===== src/rtl/glb_bus_pkg.sv =====
`default_nettype none
// ============================================================================
//  Module      : glb_bus_pkg
//  Description : Shared definitions for the global ifmap multicast bus:
//                receiver FSM state encoding and the reserved idle tag.
//  Revision    : 1.0 - initial release
// ============================================================================
package glb_bus_pkg;

    // Receiver configuration state
    typedef enum logic [0:0] {
        ST_UNCFG = 1'b0,
        ST_ARMED = 1'b1
    } rx_state_e;

    // Tag value carried by the bus when no receiver is addressed
    localparam int unsigned BUS_IDLE_TAG = 0;

endpackage : glb_bus_pkg
`default_nettype wire


===== src/rtl/mc_rx_fifo.sv =====
`default_nettype none
// ============================================================================
//  Module      : mc_rx_fifo
//  Description : Synchronous receive FIFO for the multicast receiver.
//                Pointers carry one extra wrap bit so full/empty are
//                distinguished without a separate occupancy counter.
//                Push while full and pop while empty are ignored.
//  Revision    : 1.0 - initial release
// ============================================================================
module mc_rx_fifo #(
    parameter int DATA_WIDTH = 16,
    parameter int FIFO_DEPTH = 4
) (
    input  logic                  bus_clk,
    input  logic                  rstn,
    input  logic                  push_i,
    input  logic [DATA_WIDTH-1:0] wdata_i,
    input  logic                  pop_i,
    output logic [DATA_WIDTH-1:0] rdata_o,
    output logic                  full_o,
    output logic                  empty_o
);

    localparam int ADDR_W = (FIFO_DEPTH > 1) ? $clog2(FIFO_DEPTH) : 1;
    localparam int PTR_W  = ADDR_W + 1;

    logic [PTR_W-1:0]      wr_ptr_q;
    logic [PTR_W-1:0]      rd_ptr_q;
    logic [DATA_WIDTH-1:0] mem_q [FIFO_DEPTH];

    logic do_push;
    logic do_pop;

    assign do_push = push_i && !full_o;
    assign do_pop  = pop_i  && !empty_o;

    assign empty_o = (wr_ptr_q == rd_ptr_q);
    assign full_o  = (wr_ptr_q[PTR_W-1] != rd_ptr_q[PTR_W-1]) &&
                     (wr_ptr_q[ADDR_W-1:0] == rd_ptr_q[ADDR_W-1:0]);
    assign rdata_o = mem_q[rd_ptr_q[ADDR_W-1:0]];

    // Pointer advance; reset empties the FIFO regardless of stored data
    always_ff @(posedge bus_clk or negedge rstn) begin
        if (!rstn) begin
            wr_ptr_q <= '0;
            rd_ptr_q <= '0;
        end else begin
            if (do_push) wr_ptr_q <= wr_ptr_q + PTR_W'(1);
            if (do_pop)  rd_ptr_q <= rd_ptr_q + PTR_W'(1);
        end
    end

    // Storage array, no reset needed since empty hides stale entries
    always_ff @(posedge bus_clk) begin
        if (do_push) mem_q[wr_ptr_q[ADDR_W-1:0]] <= wdata_i;
    end

endmodule : mc_rx_fifo
`default_nettype wire


===== src/rtl/ifmap_mc_rx.sv =====
`default_nettype none
// ============================================================================
//  Module      : ifmap_mc_rx
//  Description : Ifmap multicast receiver. Captures bus beats whose X_ID tag
//                equals the locally configured tag into a small FIFO feeding
//                the PE stream; all other beats are acknowledged and dropped.
//                Optional macro MC_RX_STALL_CNT_EN adds a saturating counter
//                of cycles in which a matching beat was back-pressured.
//  Revision    : 1.0 - initial release
// ============================================================================
module ifmap_mc_rx
    import glb_bus_pkg::*;
#(
    parameter int DATA_WIDTH = 16,
    parameter int ID_WIDTH   = 4,
    parameter int FIFO_DEPTH = 4
) (
    input  logic                  bus_clk,
    input  logic                  rstn,
    input  logic                  cfg_we,
    input  logic [ID_WIDTH-1:0]   cfg_id,
    input  logic                  bus_valid,
    input  logic [ID_WIDTH-1:0]   bus_x_id,
    input  logic [DATA_WIDTH-1:0] bus_data,
    output logic                  bus_ready,
    output logic                  pe_valid,
    output logic [DATA_WIDTH-1:0] pe_data,
    input  logic                  pe_ready,
`ifdef MC_RX_STALL_CNT_EN
    output logic [15:0]           stall_cnt,
`endif
    output logic                  armed
);

    localparam logic [ID_WIDTH-1:0] IDLE_TAG = ID_WIDTH'(BUS_IDLE_TAG);

    rx_state_e           state_q;
    logic [ID_WIDTH-1:0] own_tag_q;
    logic                armed_q;

    logic match;
    logic fifo_full;
    logic fifo_empty;

    // A beat coinciding with cfg_we is judged against the tag still in own_tag_q
    assign match     = (state_q == ST_ARMED) && bus_valid &&
                       (bus_x_id == own_tag_q) && (bus_x_id != IDLE_TAG);
    assign bus_ready = !(match && fifo_full);
    assign pe_valid  = !fifo_empty;
    assign armed     = armed_q;

    // Configuration FSM: a zero tag disarms, any other tag arms or re-tags
    always_ff @(posedge bus_clk or negedge rstn) begin
        if (!rstn) begin
            state_q   <= ST_UNCFG;
            own_tag_q <= '0;
            armed_q   <= 1'b0;
        end else if (cfg_we) begin
            own_tag_q <= cfg_id;
            if (cfg_id == IDLE_TAG) begin
                state_q <= ST_UNCFG;
                armed_q <= 1'b0;
            end else begin
                state_q <= ST_ARMED;
                armed_q <= 1'b1;
            end
        end
    end

    mc_rx_fifo #(
        .DATA_WIDTH (DATA_WIDTH),
        .FIFO_DEPTH (FIFO_DEPTH)
    ) u_fifo (
        .bus_clk (bus_clk),
        .rstn    (rstn),
        .push_i  (match && bus_ready),
        .wdata_i (bus_data),
        .pop_i   (pe_valid && pe_ready),
        .rdata_o (pe_data),
        .full_o  (fifo_full),
        .empty_o (fifo_empty)
    );

`ifdef MC_RX_STALL_CNT_EN
    logic [15:0] stall_cnt_q;
    logic [15:0] stall_cnt_d;

    // Reconfiguration restarts the count; otherwise count back-pressured beats
    always_comb begin
        stall_cnt_d = stall_cnt_q;
        if (cfg_we) begin
            stall_cnt_d = '0;
        end else if (match && !bus_ready && (stall_cnt_q != 16'hFFFF)) begin
            stall_cnt_d = stall_cnt_q + 16'd1;
        end
    end

    // Stall counter register
    always_ff @(posedge bus_clk or negedge rstn) begin
        if (!rstn) stall_cnt_q <= '0;
        else       stall_cnt_q <= stall_cnt_d;
    end

    assign stall_cnt = stall_cnt_q;
`endif

endmodule : ifmap_mc_rx
`default_nettype wire


===== config.mk =====
export PLATFORM = sky130hd
export DESIGN_NAME = ifmap_mc_rx
export DESIGN_NICKNAME = d
export VERILOG_FILES = /design/src/rtl/glb_bus_pkg.sv /design/src/rtl/mc_rx_fifo.sv /design/src/rtl/ifmap_mc_rx.sv
export SDC_FILE = /design/constraint.sdc
export NUM_CORES = 1
export LEC_CHECK = 0
export ABC_AREA = 1
export BUFFER_PORTS_ARGS = -buffer_cell sky130_fd_sc_hd__buf_2
export CAP_MARGIN = 0
export CELL_PAD_IN_SITES_DETAIL_PLACEMENT = 2
export CELL_PAD_IN_SITES_GLOBAL_PLACEMENT = 2
export CORE_AREA = 4 4 97 99
export DETAILED_ROUTE_END_ITERATION = 12
export DIE_AREA = 0 0 101 103
export HOLD_SLACK_MARGIN = 0.12
export PLACE_DENSITY = 0.86
export SYNTH_ARGS = -nofsm -noshare
export SYNTH_HDL_FRONTEND = slang
export SYNTH_SLANG_ARGS = --single-unit

===== constraint.sdc =====
create_clock -name bus_clk -period 2.6 [get_ports bus_clk]
set_input_delay 0.52 -clock bus_clk [delete_from_list [all_inputs] [get_ports bus_clk]]
set_output_delay 0.52 -clock bus_clk [all_outputs]
set_load 0.05 [all_outputs]

[After elaboration in Yosys (flattened, before gate mapping)]
Memory sizes are Yosys's and may differ from the RTL's.
Index checks and enable logic that the tools add are counted.
Storage, ports and cells
  output and inout bits: 19
  logic and storage cells: 28
  register bits after elaboration: 11
  memories: 1
  RAM bits: 64
Memories
  u_fifo.mem_q: depth 4, bits a word 16, rd ports 1, clocked after Yosys merged registers in 0, write ports 1, line mc_rx_fifo.sv:29  | logic [DATA_WIDTH-1:0] mem_q [FIFO_DEPTH];
Cells by class
  add/sub/neg operators: 2
  reductions and logical operators: 14
  equal/unequal tests: 4
  mux-type cells: 3
Operators with widths (count)
  1-bit logical AND: 9
  3-bit by 1-bit adder with 3-bit output, second input constant: 2
  4-bit == test: 1
  4-bit logical NOT: 1
  4-bit nonzero test: 1
  3-bit == test: 1
  1-bit logical NOT: 3
  1-bit two-way mux: 3
  2-bit == test: 1
  1-bit != test: 1

[Logic depth before layout (Yosys ltp)]
  word-level depth: 9
  gate-level depth with buffers: 9

[Cells and area by module]
Synthesis repeated with hierarchy kept, for this count alone.
Second synthesis, totals
  cell total of the unflattened synthesis: 265
  area total of the unflattened synthesis: 3159.3 sq um
By module, submodules not included
  mc_rx_fifo: cells each 215, area an instance 2844.0 sq um, sequential area each 2072.0 sq um, times used 1
  ifmap_mc_rx: cells each 50, area an instance 315.3 sq um, sequential area each 125.1 sq um, times used 1

[Worst setup path after synthesis]
OpenSTA, ideal clock, no wires.
  path type: flip-flop to flip-flop
  start point: register armed (netlist name)
  end point: memory u_fifo.mem_q[0][0] (enable)
  buffers on the path: 0
  required time: 2211 ps
  setup slack: 314 ps
  arrival: 1898 ps
  stages on the path, launching flop included: 7
  period minus slack after synthesis: 2286 ps
  path through: dfrtp_1 > nand2_1 > a21oi_1 > nand2_1 > nor2_4 > nand3_2 > nor2_1
RTL lines (line)
  end: declaration: mc_rx_fifo.sv:29

[Worst setup path after layout]
  start point: register u_fifo.rd_ptr_q[0]
  end point: output port pe_data[15]
On the way
  cells in the longest elaborated chain, start to end: 1
RTL lines
  start: declaration: line mc_rx_fifo.sv:28  | logic [PTR_W-1:0] rd_ptr_q;
  start signal: assignment: line mc_rx_fifo.sv:49  | if (do_pop) rd_ptr_q <= rd_ptr_q + PTR_W'(1);
  memory read 4 x 16 bit
  end: declaration: line ifmap_mc_rx.sv:27  | output logic [DATA_WIDTH-1:0] pe_data,
No other way between the ends.

==> flow_summary_export.csv <==
group,metric,value,unit
synth,synth.yosys.warnings,0,
cts,tritoncts_buffers,9,
timing,final_hold_violation_count,0,
global_route,grt_start_max_net_pins,34,
route,routed_wirelength,8442,µm
synth,synth.cell_area,3100,µm²
timing,rsz0062_at_grt,"false",
timing,fin_crit,2.415,ns
place,port-buffer-count,47,
route,num_vias,2185,
global_route,grt_pass1_wl,13000,µm
power,max-vdd-ir-drop,0.0003715,V
cts,path_clk_slew,0.08,ns
job,max_cap_viols,0,
cts,cts_setup_buffers,0,
finish,instances_no_fill,425,
timing,setup_clock_skew_after_layout,0.01494,ns
finish,finalInstanceArea,3689,µm²
floorplanning,chipHeight,103,µm
route,drc_errors,0,
finish,sequential_cell_area,2200,µm²
global_route,grt_pass1_vias,2428,
cts,sink_count,75,
synth,yosysTopAreaCell,"edfxtp_1",
floorplanning,initial_utilization,0.3626,
synth,synth.avg_cell_area,12.21,µm²
floorplanning,std_cell_rows,34,
finish,post_route_cells_drive_above_1_share,0.2681,
route,drc_marker_count_from_the_first_detailed_route_iteration,64,
floorplanning,dieArea,10400,µm²
synth,synth_fp_nets,288,
worst_setup_path,worstPathRequired,2.08,ns
route,wl_per_cell,19.86,µm
timing,setup-tns-final,0,ns
worst_hold_path,hold_class,"in -> reg",
timing,layout_worst_path_cycle_share,0.9290,
worst_setup_path,critical_path.startpoint_type,"flop",
place,dpl.hpwl,5949,µm
worst_setup_path,critical_path_arrival,1.90,ns
worst_setup_path,worst-setup-path-type,"reg -> out",
cts,clock-root-buffer,"clkbuf_8",
worst_setup_path,critical_path.endpoint_type,"primary output",
place,dpl-instance-area,3482,µm²
timing,layout_setup_ws,0.1847,ns
timing,setup-violations-final,0,
cts,clock_insertion_delay_worst_skew,0.35,ns
place,place_congestion,0.7234,
synth,yosys_register_bits,75,
finish,syn_to_final_growth,18.97,%
synth,synthTopCellsByArea,"edfxtp_1 62%, dfrtp_1 8.9%, nor2_1 4.7%",
synth,synth.yosys.seq_area_share,0.7086,
finish,nFillCells,896,
timing,drv_slew,0,
timing,max-slew-margin-rel,0.7658,
timing,timing.fmax,414.0,MHz
global_route,globalRouteTotalUtil,0.1708,
floorplanning,dieWidth,101,µm
route,detail-route-antenna-nets,0,
cts,clockBufferDepth,2,
route,avgViaCountPerCell,5.141,
worst_setup_path,path_max_fanout,28,
cts,cts_htree_levels,3,
synth,synth.top_cell.area_share,0.6199,
floorplanning,core,8551,µm²
synth,synth.distinct_cells,27,
finish,num_antenna_cells,0,
route,dr.pass1.iters,6,
finish,nNetsFinal,346,
finish,multi_input_area,762.0,µm²
cts,tritoncts,"yes",
floorplanning,io_pins,48,
timing,timing_worst_slew_pin_value,0.3513,ns
power,power.leakage,0.001428,µW
global_route,global_route.overflow_total,0,
run_status,status,"finished clean",
power,powerDensity,1107,nW/µm²
place,dp_worst_setup_slack,0.3868,ns
synth,syn-instance-count,254,
place,dp_cells,408,
global_route,number_of_antenna_violations_at_the_first_check_in_global_routing,0,
==> power breakdown <==
part,switching [µW],internal [µW]
clock network,444,444
registers,109,1370
logic,1300,417
==> timing repair <==
| action | 4_1_cts | 5_1_grt |
|---|---|---|
| endpoints found under the setup margin | 1 | 17 |
| endpoints found under the hold margin | 11 | 0 |
| resized for setup | 0 | 4 |
| hold buffers | 1 | 0 |
==> area by class of cell <==
class	count	share of cell area
Sequential cell	75	0.5963
Multi-Input combinational cell	148	0.2066
Timing Repair Buffer	58	0.08684
Tap cell	108	0.03664
Clock buffer	10	0.03460
Inverter	20	0.02171
Clock inverter	6	0.01730
==> registers in the layout, indices dropped and copies added (netlist names) <==
name,flops
u_fifo.mem_q,64
own_tag_q,4
u_fifo.rd_ptr_q,3
u_fifo.wr_ptr_q,3
armed,1
==> path summary, 6_finish.rpt <==
kind,start,endpoint,slack (ns),cells after the start
hold reg to reg,own_tag_q[0]$_DFFE_PN0P_,own_tag_q[0]$_DFFE_PN0P_,0.54,2
min in group asynchronous,rstn,u_fifo.wr_ptr_q[0]$_DFFE_PN0P_,0.58,2
hold / removal,bus_data[7],u_fifo.mem_q[3][7]$_DFFE_PP_,0.39,1
setup reg to reg,u_fifo.rd_ptr_q[1]$_DFFE_PN0P_,u_fifo.mem_q[3][6]$_DFFE_PP_,0.65,7
max in group asynchronous,rstn,u_fifo.rd_ptr_q[1]$_DFFE_PN0P_,1.77,2
setup / recovery,u_fifo.rd_ptr_q[0]$_DFFE_PN0P_,pe_data[15],0.18,4
==> synth_stat cells (all sizes together) <==
| cell type | instances |
|---|---|
| edfxtp | 64 |
| nor2 | 40 |
| o21ai | 37 |
| nand2 | 34 |
| inv | 19 |
| o22ai | 16 |
| dfrtp | 11 |
| buf | 8 |
| nand3 | 6 |
| ha | 5 |
| clkbuf | 3 |
| nand4 | 3 |
| xnor2 | 2 |
| a21oi | 1 |
| a31oi | 1 |
| clkinv | 1 |
| nand3b | 1 |
| nor3 | 1 |
| xor2 | 1 |
==> layout by cell type, fill, tap and decap left out, types with 2 or more instances in the layout <==
cell type / netlist / final
nand4_1: 3 / 3
o21ai_1: 11 / 11
o21ai_0: 26 / 26
nand2_1: 31 / 31
clkinv_2: 0 / 2
nand2_2: 3 / 3
buf_4: 0 / 10
nand3_2: 3 / 3
ha_1: 5 / 5
o22ai_1: 16 / 16
edfxtp_1: 64 / 64
nor2_1: 39 / 39
dfrtp_2: 0 / 2
dfrtp_1: 11 / 9
nand3_1: 3 / 3
buf_2: 6 / 47
inv_1: 16 / 16
clkbuf_8: 0 / 9
inv_4: 1 / 2
clkinvlp_4: 0 / 2
==> worst max-delay path, stage by stage, from the launching register on <==
cell	delay [ns]
dfrtp_2	0.51
buf_4	0.33
o21ai_0	0.18
o22ai_1	0.21
buf_2	0.30
==> metal layers <==
layer	share of wire	up-vias	global-route usage
met5	0	-	0
met4	0.015	0	0.06442
met3	0.035	10	0.02977
met2	0.54	50	0.3180
met1	0.41	1114	0.1957
li1	-	1011	-
==> metrics by stage <==
step	hold slack (ns)	total power, µW	utilization
after CTS	0.3724	4134	0.4308
after floorplan	0.2244	2797	-
after global placement	0.4161	3133	0.4072
after detailed placement	0.4228	3229	0.4072
final	0.3918	4082	0.4314
after global routing	0.3720	4330	0.4314
==> kinds of logic (layout without fill, tap and decap cells) <==
kind of cell	count (synthesis)	after routing	synth area share
xor+xnor	3	3	0.01090
simple gates	85	85	0.1190
flops	75	75	0.7086
compound gates	55	55	0.09564
fa+ha+maj	5	5	0.02018
buf+inv	31	94	0.04560
No activity file was read; power rests on OpenSTA's default activity.
